===== src/rtl/instr_fetch.sv =====
// Instruction fetch sequencer: reads 1- or 2-byte instructions from synchronous
// program memory and presents them to the controller over valid/ready.
module instr_fetch #(
    parameter int ADDR_W = 8,
    parameter int DATA_W = 8
) (
    input  logic              CLK,
    input  logic              CLB,
    output logic              mem_rd,
    output logic [ADDR_W-1:0] mem_addr,
    input  logic [DATA_W-1:0] mem_rdata,
    output logic              instr_valid,
    input  logic              instr_ready,
    output logic [3:0]        opcode,
    output logic [3:0]        operand,
    output logic [7:0]        imm,
    output logic [ADDR_W-1:0] pc_out,
    input  logic              redirect,
    input  logic [ADDR_W-1:0] redirect_addr,
    output logic              halted
);

    localparam logic [2:0] IDLE = 3'd0;
    localparam logic [2:0] F0   = 3'd1;
    localparam logic [2:0] W0   = 3'd2;
    localparam logic [2:0] F1   = 3'd3;
    localparam logic [2:0] W1   = 3'd4;
    localparam logic [2:0] PRES = 3'd5;
    localparam logic [2:0] HALT = 3'd6;

    localparam logic [3:0] OP_STOP = 4'b1111;

    logic [2:0]        state;
    logic [ADDR_W-1:0] pc;

    function automatic logic is_imm(input logic [3:0] op);
        return (op == 4'b0111) || (op == 4'b1010) || (op == 4'b1101);
    endfunction

    // NOTE: every register here, including the instruction fields, is cleared by
    // the async reset and updated only with non-blocking assignments.
    always_ff @(posedge CLK or negedge CLB) begin
        if (!CLB) begin
            state   <= IDLE;
            pc      <= '0;
            opcode  <= '0;
            operand <= '0;
            imm     <= '0;
            pc_out  <= '0;
        end else if (redirect && state != IDLE) begin
            // Redirect wins over everything, including a completing handshake.
            pc    <= redirect_addr;
            state <= F0;
        end else begin
            case (state)
                IDLE: state <= F0;
                F0:   state <= W0;
                W0: begin
                    opcode  <= mem_rdata[7:4];
                    operand <= mem_rdata[3:0];
                    imm     <= '0;
                    pc_out  <= pc;
                    state   <= is_imm(mem_rdata[7:4]) ? F1 : PRES;
                end
                F1:   state <= W1;
                W1: begin
                    imm   <= mem_rdata[7:0];
                    state <= PRES;
                end
                PRES: begin
                    if (instr_ready) begin
                        pc    <= pc + (is_imm(opcode) ? ADDR_W'(2) : ADDR_W'(1));
                        state <= (opcode == OP_STOP) ? HALT : F0;
                    end
                end
                HALT: state <= HALT;
                default: state <= IDLE;
            endcase
        end
    end

    // NOTE: outputs decode from state only, with a default for every signal so
    // no latch can be inferred.
    always_comb begin
        mem_rd      = 1'b0;
        mem_addr    = pc;
        instr_valid = 1'b0;
        halted      = 1'b0;
        case (state)
            F0:   mem_rd = 1'b1;
            F1: begin
                mem_rd   = 1'b1;
                mem_addr = pc + ADDR_W'(1);
            end
            PRES: instr_valid = 1'b1;
            HALT: halted = 1'b1;
            default: ;
        endcase
    end

endmodule


===== config.mk =====
export PLATFORM = sky130hd
export DESIGN_NAME = instr_fetch
export DESIGN_NICKNAME = d
export VERILOG_FILES = /design/src/rtl/instr_fetch.sv
export SDC_FILE = /design/constraint.sdc
export NUM_CORES = 1
export LEC_CHECK = 0
export CORE_AREA = 2 2 56 58
export CTS_CLUSTER_DIAMETER = 50
export CTS_CLUSTER_SIZE = 16
export DETAILED_ROUTE_END_ITERATION = 10
export DIE_AREA = 0 0 58 60
export DONT_BUFFER_PORTS = 1
export PLACE_DENSITY_LB_ADDON = 0.25
export RECOVER_POWER = 25
export SLEW_MARGIN = 5
export SYNTH_ARGS = -nofsm -noshare
export SYNTH_HDL_FRONTEND = slang
export SYNTH_SLANG_ARGS = --single-unit

===== constraint.sdc =====
create_clock -name CLK -period 3 [get_ports CLK]
set_input_delay 0.3 -clock CLK [delete_from_list [all_inputs] [get_ports CLK]]
set_output_delay 0.3 -clock CLK [all_outputs]
set_load 0.02 [all_outputs]

# == After elaboration in Yosys (flattened, before gate mapping) ==
# Index checks and enable logic that the tools add are counted.
# classes
add_sub_neg,2
n_eq_ne,14
muxes,14
bitwise,1
n_reduce_logical,14
# op_table
cell,n
8-bit 2-to-1 mux,4
3-bit case mux with 7 select lines,1
"4-bit equality test, second input constant",5
8-bit case mux with 2 select lines,1
3-bit 2-to-1 mux,4
"3-bit equality test, second input constant",3
"8-bit by 1-bit adder with 8-bit output, second input constant",1
8-bit by 2-bit adder with 8-bit output,1
"4-bit by 3-bit equality test with 1-bit output, second input constant",2
"3-bit by 2-bit equality test with 1-bit output, second input constant",2
2-bit AND reduction,3
2-bit nonzero test,3
1-bit logical OR,4
"3-bit by 1-bit equality test with 1-bit output, second input constant",1
3-bit zero test,1
1-bit 2-to-1 mux,3
"3-bit inequality test, second input constant",1
3-bit nonzero test,1
2-bit 2-to-1 mux,1
2-bit OR reduction,1
1-bit logical AND,1
1-bit NOT,1
# word_totals
register_bits,35
input_bits,20

# == Longest topological paths before layout ==
# Gate-level depths: netlist of run 1.
# logic_depth
ltp_word,8
mapped_depth,10

# == Worst setup path before layout of run 1 ==
# Ideal clock, no wire load.
# synth_timing
kind,reg2reg
startpoint,reg opcode[1]
endpoint,reg pc[6]
setup_ns,0.126
t_arrival_ns,2.064
path_slack_ns,0.810
path_stages_with_launch,11
path_buffers,0
cell_sequence,dfrtp_1 -> xor2_1 -> nand3_1 -> o31ai_1 -> inv_1 -> ha_1 -> inv_1 -> fa_1 -> nor4_1 -> xnor2_1 -> a21oi_1
# synth_between
elab_chain_cells,8
elab_cells_between_ends,10
cone_classes,add/sub (1); eq/ne (3); mux (4); reduce/logical (2)
# synth_rtl
item,line_no,text
from (decl),14,"output logic [3:0] opcode,"
from (signal assigned),59,opcode <= mem_rdata[7:4];
4-bit by 3-bit equality test with 1-bit output / 4-bit equality test (equally long branches),37,return (op == 4'b0111) || (op == 4'b1010) || (op == 4'b1101);
1-bit logical OR,37,
1-bit logical OR (*),37,
2-bit 2-to-1 mux (*),72,pc <= pc + (is_imm(opcode) ? ADDR_W'(2) : ADDR_W'(1));
8-bit by 2-bit adder with 8-bit output (*),72,
8-bit 2-to-1 mux (*),71,if (instr_ready) begin
8-bit 2-to-1 mux (*),55,case (state)
8-bit 2-to-1 mux (*),50,end else if (redirect && state != IDLE) begin
to (signal assigned),52,pc <= redirect_addr;
to (signal assigned),72,
to (decl),34,logic [ADDR_W-1:0] pc;
# Every way passes the cells marked *; elsewhere a longest branch is shown, timed or not. The select of a mux whose other input is x is not followed.
# A chain may end at the register's enable or synchronous reset.

# == Worst setup path in the final report of run 1 ==
# layout_timing
startpoint,reg state[2]
endpoint,out mem_addr[6]
# layout_between
elab_chain_cells,2
# layout_rtl
item,line_no,text
from (decl),33,logic [2:0] state;
from (signal assigned),63,state <= is_imm(mem_rdata[7:4]) ? F1 : PRES;
from (signal assigned),73,state <= (opcode == OP_STOP) ? HALT : F0;
3-bit by 2-bit equality test with 1-bit output,89,case (state)
8-bit 2-to-1 mux,89,
to (decl),10,"output logic [ADDR_W-1:0] mem_addr,"
# Every way passes these cells.

==> impl_metrics.json, run 1 <==
{
  "worst-setup-path-type": "flip-flop to output pin",
  "yosys_warnings": 0,
  "path_max_fanout": 13,
  "worstHoldStart": "redirect",
  "post-route-util_pct": 66.5,
  "numCtsBuffers": 5,
  "numClockSinks": 35,
  "die_y_microns": 60,
  "leakagePower_nw": 0.823,
  "regToRegEndpoint": "pc[6]",
  "placed_cells": 183,
  "synthToLayoutAreaGrowth_pct": 6.71,
  "synth_area_sq_um": 1810,
  "violations": "capacitance limit, slew limit",
  "synth-main-ff-cell": "dfrtp_1",
  "ys_async_sr_fraction_pct": 100,
  "wl_per_cell_microns": 18.3,
  "grt_max_degree": 36,
  "finalCriticalPeriod_ns": 2.55,
  "dp_slack_ns": 0.655,
  "synth-seq-cells": 35,
  "ios": 55,
  "htreeDepth": 2,
  "via_per_inst": 6.27,
  "power.share.sequential_pct": 55.5,
  "fin_nets": 184,
  "status": "complete, but fails checks",
  "dr.max_layer_used": "met4",
  "rr_worst_depth": 10,
  "core_area_sq_um": 2900,
  "ir_worst_vdd_uv": 705,
  "rrSetupSlack_ns": 0.65,
  "pwr-share-comb_pct": 26.0,
  "clockRootBuffer": "clkbuf_4",
  "antenna_left": 0,
  "rr_startpoint": "opcode[1]",
  "clkTransAtPathRegs_ns": 0.11,
  "setup-violations-final": 0,
  "tns_ns": 0,
  "slew_headroom_pct": -24.0,
  "synth_cell_types": 38,
  "via_count": 1216,
  "hold_end": "state[0]",
  "wirelength_microns": 3550,
  "cts_resized": 0,
  "drtPass1Iterations": 4,
  "wl_met2_microns": 1730,
  "finalCritPeriodShare_pct": 85.1,
  "hold_viol_final": 0,
  "ys_seq_area_share_pct": 48.4,
  "switchingPower_uw": 818,
  "grt_pass1_vias": 1230,
  "hpwl_microns": 2530,
  "row_count": 20,
  "arrival_ns": 2.25,
  "crit_path_end_kind": "output pin",
  "p_int_mw": 1.10,
  "synth_edf_count": 0,
  "drtIter0Drc": 55,
  "slew_violations": 36,
  "fin_cells": 194,
  "drt-met1-wl_microns": 1460,
  "die_width_microns": 58,
  "cts.path.max_buffers": 2,
  "drc_errors": 0,
  "fp.dieArea_sq_um": 3480,
  "pwr-share-clk_pct": 18.5,
  "worst_slew_pin_slew_ns": 1.86,
  "syn_avg_cell_area_sq_um": 11.7,
  "fmax_mhz": 391,
  "cts_tree": "built",
  "port_buffers": 0,
  "insertion_delay_ns": 0.35,
  "synth_fp_nets": 179,
  "power.density_nw_per_um2": 995,
  "synthCells": 155,
  "cp-start-kind": "flip-flop",
  "min_path_cells": 1,
  "cap_violations": 1,
  "num_antenna_cells": 0,
  "crit_required_ns": 2.70,
  "place_congestion": 0.845,
  "grt_first_pass_wirelength_microns": 5850,
  "drive_above_1_share_pct": 22.4,
  "hold_class": "input port to flip-flop",
  "swShare_pct": 42.6,
  "track_usage_pct": 22.8,
  "wl_met3_microns": 299,
  "overflow": 0,
  "rsz0062_at_grt": "no",
  "antenna_found_initial": 0,
  "fin_ws_ns": 0.446,
  "skew_ns": 0.0116,
  "start_util_pct": 62.3
}
through the flow:
step / hold slack (ns) / cell area (sq um) / power [mW]
5_1_grt: 0.0154 / 1930 / 2.04
3_5_place_dp: 0.00492 / 1820 / 1.57
4_1_cts: 0.0282 / 1950 / 1.94
2_1_floorplan: 0.00441 / 1810 / 1.46
3_3_place_gp: 0.00513 / 1820 / 1.55
6_report: 0.0343 / 1930 / 1.92
cells in the mapped netlist (all sizes together), types with 2 or more instances:
| master | n | area (sq um) |
|---|---|---|
| dfrtp | 35 | 876 |
| mux2 | 18 | 203 |
| nor2 | 13 | 51.3 |
| a21oi | 9 | 45.0 |
| xnor2 | 9 | 78.8 |
| a22o | 8 | 70.1 |
| nand2 | 7 | 26.3 |
| buf | 6 | 45.0 |
| inv | 6 | 22.5 |
| xor2 | 6 | 52.6 |
| nand3 | 4 | 20.0 |
| ha | 3 | 37.5 |
| nor3 | 3 | 15.0 |
| nor4 | 3 | 48.8 |
| a31oi | 2 | 12.5 |
| and3 | 2 | 12.5 |
| clkbuf | 2 | 7.51 |
| nand4 | 2 | 12.5 |
| nor4bb | 2 | 20.0 |
| o21ai | 2 | 10.0 |
| o31ai | 2 | 20.0 |
cell type report:
type / count / area (sq um)
Clock buffer: 6 / 51.3
Clock inverter: 2 / 35.0
Fill cell: 247 / 972
Inverter: 6 / 22.5
Multi-Input combinational cell: 106 / 858
Sequential cell: 35 / 876
Tap cell: 33 / 41.3
Timing Repair Buffer: 6 / 46.3
repair_timing:
item / CTS / global route
setup buffers: 0 / 0
hold endpoints to repair: 36 / 0
hold buffers: 3 / 0
kinds of logic after synthesis:
logic type / after synthesis / share of synthesized area, %
AND/OR/NAND/NOR: 42 / 15.2
flip-flops: 35 / 48.4
AO/OA/AOI/OAI: 26 / 10.0
multiplexers: 19 / 11.8
XOR/XNOR: 15 / 7.26
buffers and inverters: 14 / 4.15
adder cells (fa/ha/maj): 4 / 3.18
power groups by stage:
stage          clock network (mW)  registers (mW)  logic [mW]
6_report                    0.356            1.07       0.499
5_1_grt                     0.388            1.10       0.558
4_1_cts                     0.364            1.07       0.511
3_5_place_dp                    0            1.07       0.495
3_3_place_gp                    0            1.07       0.479
2_1_floorplan                   0           0.999       0.461
worst max-delay path, stage by stage (launching register included):
cell and delay (ns):
dfrtp_1 0.57, nor2b_1 0.45, nand3_1 0.24, nor3_1 0.23, xor2_1 0.42
sequential cells by signal, summed over array words and instances (netlist names):
register and cells:
opcode 4, operand 4, pc_out 8, pc 8
state 3, imm 8
cell usage in the layout (no fill, tap or decap), drive strengths merged:
cell / synthesis / layout
nand4b: 1 / 1
o211ai: 1 / 1
bufinv: 0 / 1
clkinv: 0 / 1
nor4bb: 2 / 2
a211o: 1 / 1
nor4b: 1 / 1
o21ai: 2 / 2
xnor2: 9 / 9
nand2: 7 / 7
dlygate4sd3: 0 / 2
fa: 1 / 1
nor2: 13 / 13
nor2b: 1 / 1
dfrtp: 35 / 35
mux2i: 1 / 1
nor4: 3 / 3
nor3b: 1 / 1
o31ai: 2 / 2
buf: 6 / 3
a22o: 8 / 8
a21o: 1 / 1
inv: 6 / 6
a31oi: 2 / 2
nor3: 3 / 3
nand4: 2 / 2
clkbuf: 2 / 7
ha: 3 / 3
nand3: 4 / 4
nand3b: 1 / 1
xor2: 6 / 6
and3: 2 / 2
and4: 1 / 1
mux2: 18 / 18
a21oi: 9 / 9
worst max path at each step:
stage / start / endpoint / slack [ns]
CTS: state[2] / mem_addr[6] / 0.42
detailed placement: opcode[1] / pc[6] / 0.66
global placement: opcode[1] / pc[6] / 0.72
global route: state[2] / mem_addr[6] / 0.32
finish: state[2] / mem_addr[6] / 0.45
floorplan: opcode[1] / pc[6] / 0.81
routing by layer:
layer	track usage [%]	up-vias
met4	9.63	0
met3	10.6	9
met5	0	-
met2	32.8	43
met1	29.8	606
li1	-	558
(Power assumes the default switching activity.)
==> run 2, diff against run 1 <==
Settings changed: ABC_AREA set to 1, CORE_AREA 2 2 56 58 to 2 2 58 60, DIE_AREA 0 0 58 60 to 0 0 60 62.
==> run 2 against run 1 <==
Net effect: the flow still finishes with violations (capacitance limit, slew limit); synthesized cell count increased by 61%; critical path depth increased by 5; fmax increased by 11%; clock skew decreased by 0.0028 ns; cell count increased by 54%; register-to-register slack improved by 0.05 ns; global-route usage increased by 1.1 points; die area increased by 6.9%; combinational power increased by 88%; first-iteration DRC count increased by 100%; critical path type is now flip-flop to flip-flop; largest cell class is now multi-input gates; highest routed layer unchanged.
==> impl_metrics.json, run 2 <==
{
  "die_width_microns": 60,
  "drtIter0Drc": 112,
  "synthToLayoutAreaGrowth_pct": 5.63,
  "overflow": 0,
  "crit_required_ns": 3.25,
  "path_max_fanout": 4,
  "synth_area_sq_um": 1960,
  "num_antenna_cells": 0,
  "fin_cells": 299,
  "slew_headroom_pct": -23.7,
  "design_area_sq_um": 2070,
  "power.density_nw_per_um2": 1150,
  "grt_pass1_vias": 1464,
  "placed_cells": 290,
  "yosys_warnings": 0,
  "antenna_found_initial": 0,
  "worst_slew_pin_slew_ns": 1.86,
  "finalCriticalPeriod_ns": 2.30,
  "via_per_inst": 5.23,
  "synth.largest_area_cell": "dfrtp_1",
  "cts_resized": 0,
  "htreeDepth": 2,
  "drtPass1Iterations": 4,
  "rsz0062_at_grt": "no",
  "ios": 55,
  "fill_cells": 307,
  "skew_ns": 0.00882,
  "drive_above_1_share_pct": 11.5,
  "hpwl_microns": 2910,
  "numCtsBuffers": 5,
  "area.sequential_sq_um": 876,
  "fp.dieArea_sq_um": 3720,
  "synth-main-ff-cell": "dfrtp_1",
  "rr_worst_depth": 9,
  "synth-seq-cells": 35,
  "start_util_pct": 61.6,
  "status": "complete, but fails checks",
  "hold_class": "input port to flip-flop",
  "layout.cells.most_common": "nand2_1",
  "worst-setup-path-type": "flip-flop to flip-flop",
  "synth_fp_nets": 274,
  "fin_nets": 277,
  "synth_edf_count": 0,
  "post-route-util_pct": 65.0,
  "clockRootBuffer": "clkbuf_4",
  "slew_violations": 36,
  "clkTransAtPathRegs_ns": 0.11,
  "place_area_sq_um": 1980,
  "multi_input_area_sq_um": 893,
  "post-cts-setup-buffer-count": 0,
  "min_path_cells": 2,
  "arrival_ns": 2.54,
  "grt_max_degree": 41,
  "cts_hold_buf": 2,
  "syn_avg_cell_area_sq_um": 7.83,
  "die_y_microns": 62,
  "tns_ns": 0,
  "cts.path.max_buffers": 2,
  "insertion_delay_ns": 0.35,
  "synthCells": 250,
  "hold_viol_final": 0,
  "leakagePower_nw": 1.05,
  "ys_async_sr_fraction_pct": 100,
  "setup-violations-final": 0,
  "finalCritPeriodShare_pct": 76.5,
  "track_usage_pct": 23.9,
  "fmax_mhz": 436,
  "row_count": 21,
  "yosysTopAreaCellShare_pct": 44.8,
  "wl_per_cell_microns": 13.3,
  "ys_seq_area_share_pct": 44.8,
  "place_congestion": 0.856,
  "cp-start-kind": "flip-flop",
  "cts_tree": "built",
  "core_area_sq_um": 3180,
  "antenna_left": 0,
  "final_cell_mix": "66 x nand2_1, 35 x dfrtp_1, 32 x inv_1",
  "synth_common_cells": "66 x nand2_1, 35 x dfrtp_1, 32 x inv_1",
  "crit_path_end_kind": "flip-flop",
  "port_buffers": 0,
  "violations": "capacitance limit, slew limit",
  "drc_errors": 0,
  "yosysMostFrequentCell": "nand2_1",
  "synth_cell_types": 28,
  "ir_worst_vdd_uv": 558,
  "synth_area_leaders": "dfrtp_1 45%, nand2_1 13%, o21ai_1 7.2%, inv_1 6.1%, nand3_1 5.6%",
  "numClockSinks": 35,
  "cap_violations": 1,
  "wirelength_microns": 3970,
  "grt_first_pass_wirelength_microns": 6450,
  "via_count": 1563,
  "largestRegisters": "imm (8), pc (8), pc_out (8)"
}
[run 2: cells by family (layout without fill, tap and decap cells)]
| group | Yosys count | in the layout | synth area share (%) |
|---|---|---|---|
| XOR/XNOR | 8 | 8 | 3.58 |
| adder cells (fa/ha/maj) | 4 | 4 | 2.94 |
| AND/OR/NAND/NOR | 117 | 117 | 28.0 |
| buffers and inverters | 45 | 48 | 9.59 |
| flip-flops | 35 | 35 | 44.8 |
| AO/OA/AOI/OAI | 41 | 41 | 11.1 |
[run 2: stage by stage]
| step | total power [mW] | hold slack, ns | setup WS [ns] |
|---|---|---|---|
| 3_3_place_gp | 2.03 | 0.00507 | 0.752 |
| 2_1_floorplan | 1.88 | 0.00441 | 0.983 |
| 5_1_grt | 2.61 | 0.0693 | 0.523 |
| 3_5_place_dp | 2.05 | 0.00513 | 0.719 |
| 4_1_cts | 2.40 | 0.0614 | 0.688 |
| 6_report | 2.38 | 0.0738 | 0.705 |
[run 2: path summary, 6_finish.rpt]
| path | slack (ns) | end | start |
|---|---|---|---|
| min | 0.07 | pc[6] | redirect_addr[6] |
| max in group asynchronous | 0.95 | pc[0] | CLB |
| min reg2reg | 0.52 | pc[6] | pc[6] |
| max | 0.70 | pc[6] | opcode[1] |
| max reg2reg | 0.70 | pc[6] | opcode[1] |
| min in group asynchronous | 0.99 | operand[1] | CLB |
[run 2: worst max-delay path, cell delays in order (launching register included)]
cell and delay [ns]:
dfrtp_1 0.51, nand2_1 0.13, a211oi_1 0.42, inv_1 0.14
fa_1 0.45, nor2_1 0.18, nand2_1 0.08, xor2_1 0.14
nand2_1 0.06, nand3_1 0.06
[run 2: per-layer routing]
metal / vias up / global-route usage (%) / wire length (microns)
met5: - / 0 / 0
met4: 0 / 9.52 / 66
met3: 5 / 8.28 / 247
met2: 42 / 39.1 / 1910
met1: 715 / 29.2 / 1750
li1: 801 / - / -
[run 2: where the power goes]
group	total, mW	internal (mW)	switching, mW
combinational	0.938	0.307	0.631
clock	0.335	0.171	0.164
sequential	1.11	0.691	0.417
total	2.38	1.17	1.21
[run 2: final cells by class]
class,count,share of cell area (%)
inverter,38,6.96
sequential,35,42.4
multi-input combinational,170,43.2
timing repair buffer,3,1.03
clock buffer,5,1.82
clock inverter,2,1.82
tap,46,2.78
==> run 3, diff against run 2 <==
Settings changed: CORE_AREA 2 2 58 60 to 2 2 63 65, DIE_AREA 0 0 60 62 to 0 0 65 67.
Clock period 3 ns to 2.02 ns, I/O delays scaled along.
==> run 3 against run 2 <==
Net effect: the run now ends clean; count of clock-buffer cells in the layout rose by 1; clock skew is essentially flat; die area is 17% higher; sequential share of layout area shrank 2.5 points; via count is 2.4% higher; register-to-register slack worse by 0.60 ns; cell area is 6.3% higher; wire length increased by 7.9%; critical path type unchanged; critical endpoint unchanged.
==> impl_metrics.json, run 3 (synthesized netlist as in run 2, its figures left out) <==
{
  "antenna_found_initial": 0,
  "path_max_fanout": 3,
  "cp-start-kind": "flip-flop",
  "worst-setup-path-type": "flip-flop to flip-flop",
  "power.share.sequential_pct": 41.5,
  "largestRegisters": "imm (8), pc (8), pc_out (8)",
  "port_buffers": 0,
  "regToRegEndpoint": "pc[6]",
  "die_y_microns": 67,
  "finalCritPeriodShare_pct": 94.7,
  "fin_nets": 285,
  "htreeDepth": 2,
  "insertion_delay_ns": 0.30,
  "hold_class": "input port to flip-flop",
  "drive_above_1_share_pct": 19.1,
  "place_congestion": 0.822,
  "rr_startpoint": "opcode[1]",
  "finalCriticalPeriod_ns": 1.91,
  "via_count": 1600,
  "start_util_pct": 54.3,
  "drtIter0Drc": 82,
  "ios": 55,
  "hold_end": "imm[2]",
  "antenna_left": 0,
  "numCtsBuffers": 5,
  "arrival_ns": 2.09,
  "numClockSinks": 35,
  "fmax_mhz": 523,
  "drtPass1Iterations": 4,
  "worst_slew_pin_slew_ns": 0.878,
  "p_int_mw": 1.92,
  "cts_tree": "built",
  "dp_slack_ns": -0.0551,
  "core_area_sq_um": 3610,
  "fin_cells": 310,
  "rr_worst_depth": 12,
  "die_width_microns": 65,
  "setup-violations-final": 0,
  "leakagePower_nw": 1.10,
  "status": "completed",
  "overflow": 0,
  "ir_worst_vdd_uv": 885,
  "synthToLayoutAreaGrowth_pct": 12.3,
  "cts.path.max_buffers": 2,
  "worstHoldStart": "mem_rdata[2]",
  "fp.dieArea_sq_um": 4360,
  "slew_headroom_pct": 41.5,
  "wl_per_cell_microns": 13.8,
  "slew_violations": 0,
  "hpwl_microns": 3020,
  "num_antenna_cells": 0,
  "track_usage_pct": 22.0,
  "skew_ns": 0.00858,
  "rrSetupSlack_ns": 0.11,
  "wirelength_microns": 4290,
  "hold_viol_final": 0,
  "cap_violations": 0,
  "clockRootBuffer": "clkbuf_8",
  "rsz0062_at_grt": "yes",
  "grt_first_pass_wirelength_microns": 7200,
  "power.density_nw_per_um2": 1750,
  "crit_path_end_kind": "flip-flop",
  "crit_required_ns": 2.20,
  "layout.cells.most_common": "nand2_1",
  "pwr-share-clk_pct": 14.4,
  "min_path_cells": 2,
  "clkTransAtPathRegs_ns": 0.08,
  "row_count": 22,
  "drc_errors": 0,
  "placed_cells": 298,
  "grt_max_degree": 41,
  "switchingPower_mw": 1.93,
  "grt_pass1_vias": 1568,
  "fin_ws_ns": 0.107,
  "via_per_inst": 5.16,
  "swShare_pct": 50.2,
  "pwr-share-comb_pct": 44.1,
  "final_cell_mix": "64 x nand2_1, 34 x dfrtp_1, 30 x inv_1"
}
-- run 3: area by class of cell --
| type | count | area (sq um) |
|---|---|---|
| fillers | 339 | 1410 |
| multi-input cells | 170 | 935 |
| flip-flops and latches | 35 | 877 |
| inverters | 38 | 144 |
| clock buffers | 6 | 82.6 |
| repair buffers | 11 | 82.6 |
| well taps | 48 | 60.1 |
| clock inverters | 2 | 16.3 |
-- run 3: routing by layer --
layer	vias up	part of all wire [%]	track usage [%]
met5	-	0	0
met4	0	2.3	9.57
met3	9	7.1	6.76
met2	41	47	37.0
met1	733	44	25.9
li1	817	-	-
-- run 3: power groups by stage --
stage	Combinational (mW)	Clock (mW)	Sequential, mW
4_1_cts	1.63	0.563	1.58
3_5_place_dp	1.57	0	1.59
3_3_place_gp	1.54	0	1.59
2_1_floorplan	1.25	0	1.54
5_1_grt	1.91	0.594	1.66
6_report	1.70	0.554	1.60
-- run 3: what timing repair did --
item | 4_1_cts | 5_1_grt
pin swaps | 2 | 7
hold buffers | 2 | 0
setup buffers | 1 | 1
endpoints found under the hold margin | 35 | 0
gates resized for setup | 3 | 10
endpoints found under the setup margin | 1 | 6
-- run 3: worst max-delay path by stage --
stage,endpoint,slack [ns],start,cells past startpoint
2_1_floorplan,pc[6],0.003,opcode[0],12
3_3_place_gp,pc[6],0.01,opcode[3],10
3_5_place_dp,pc[6],-0.06,opcode[3],10
4_1_cts,pc[6],0.03,opcode[1],12
5_1_grt,pc[4],-0.07,opcode[1],11
6_report,pc[6],0.11,opcode[1],12
-- run 3: metrics by stage --
step / utilization [%] / instance area, sq um / TNS [ns] / hold WS (ns) / power [mW]
floorplan: - / 1960 / 0 / -0.0936 / 2.79
global placement: 56.2 / 2030 / 0 / -0.0927 / 3.12
detailed placement: 56.2 / 2030 / -0.0551 / -0.0929 / 3.16
CTS: 60.2 / 2170 / 0 / 0.0458 / 3.77
global route: 60.9 / 2200 / -0.152 / 0.0606 / 4.17
finish: 60.9 / 2200 / 0 / 0.0440 / 3.85
-- run 3: worst max-delay path, stage by stage, from the launching register on --
cell and delay (ns):
dfrtp_1 0.42, nand2_2 0.11, nor2_2 0.11, a211oi_2 0.06, inv_2 0.09, ha_4 0.13
inv_2 0.04, fa_2 0.38, nor2_4 0.14, nand2_2 0.06, xor2_1 0.13, nand2_1 0.06
nand3_1 0.06
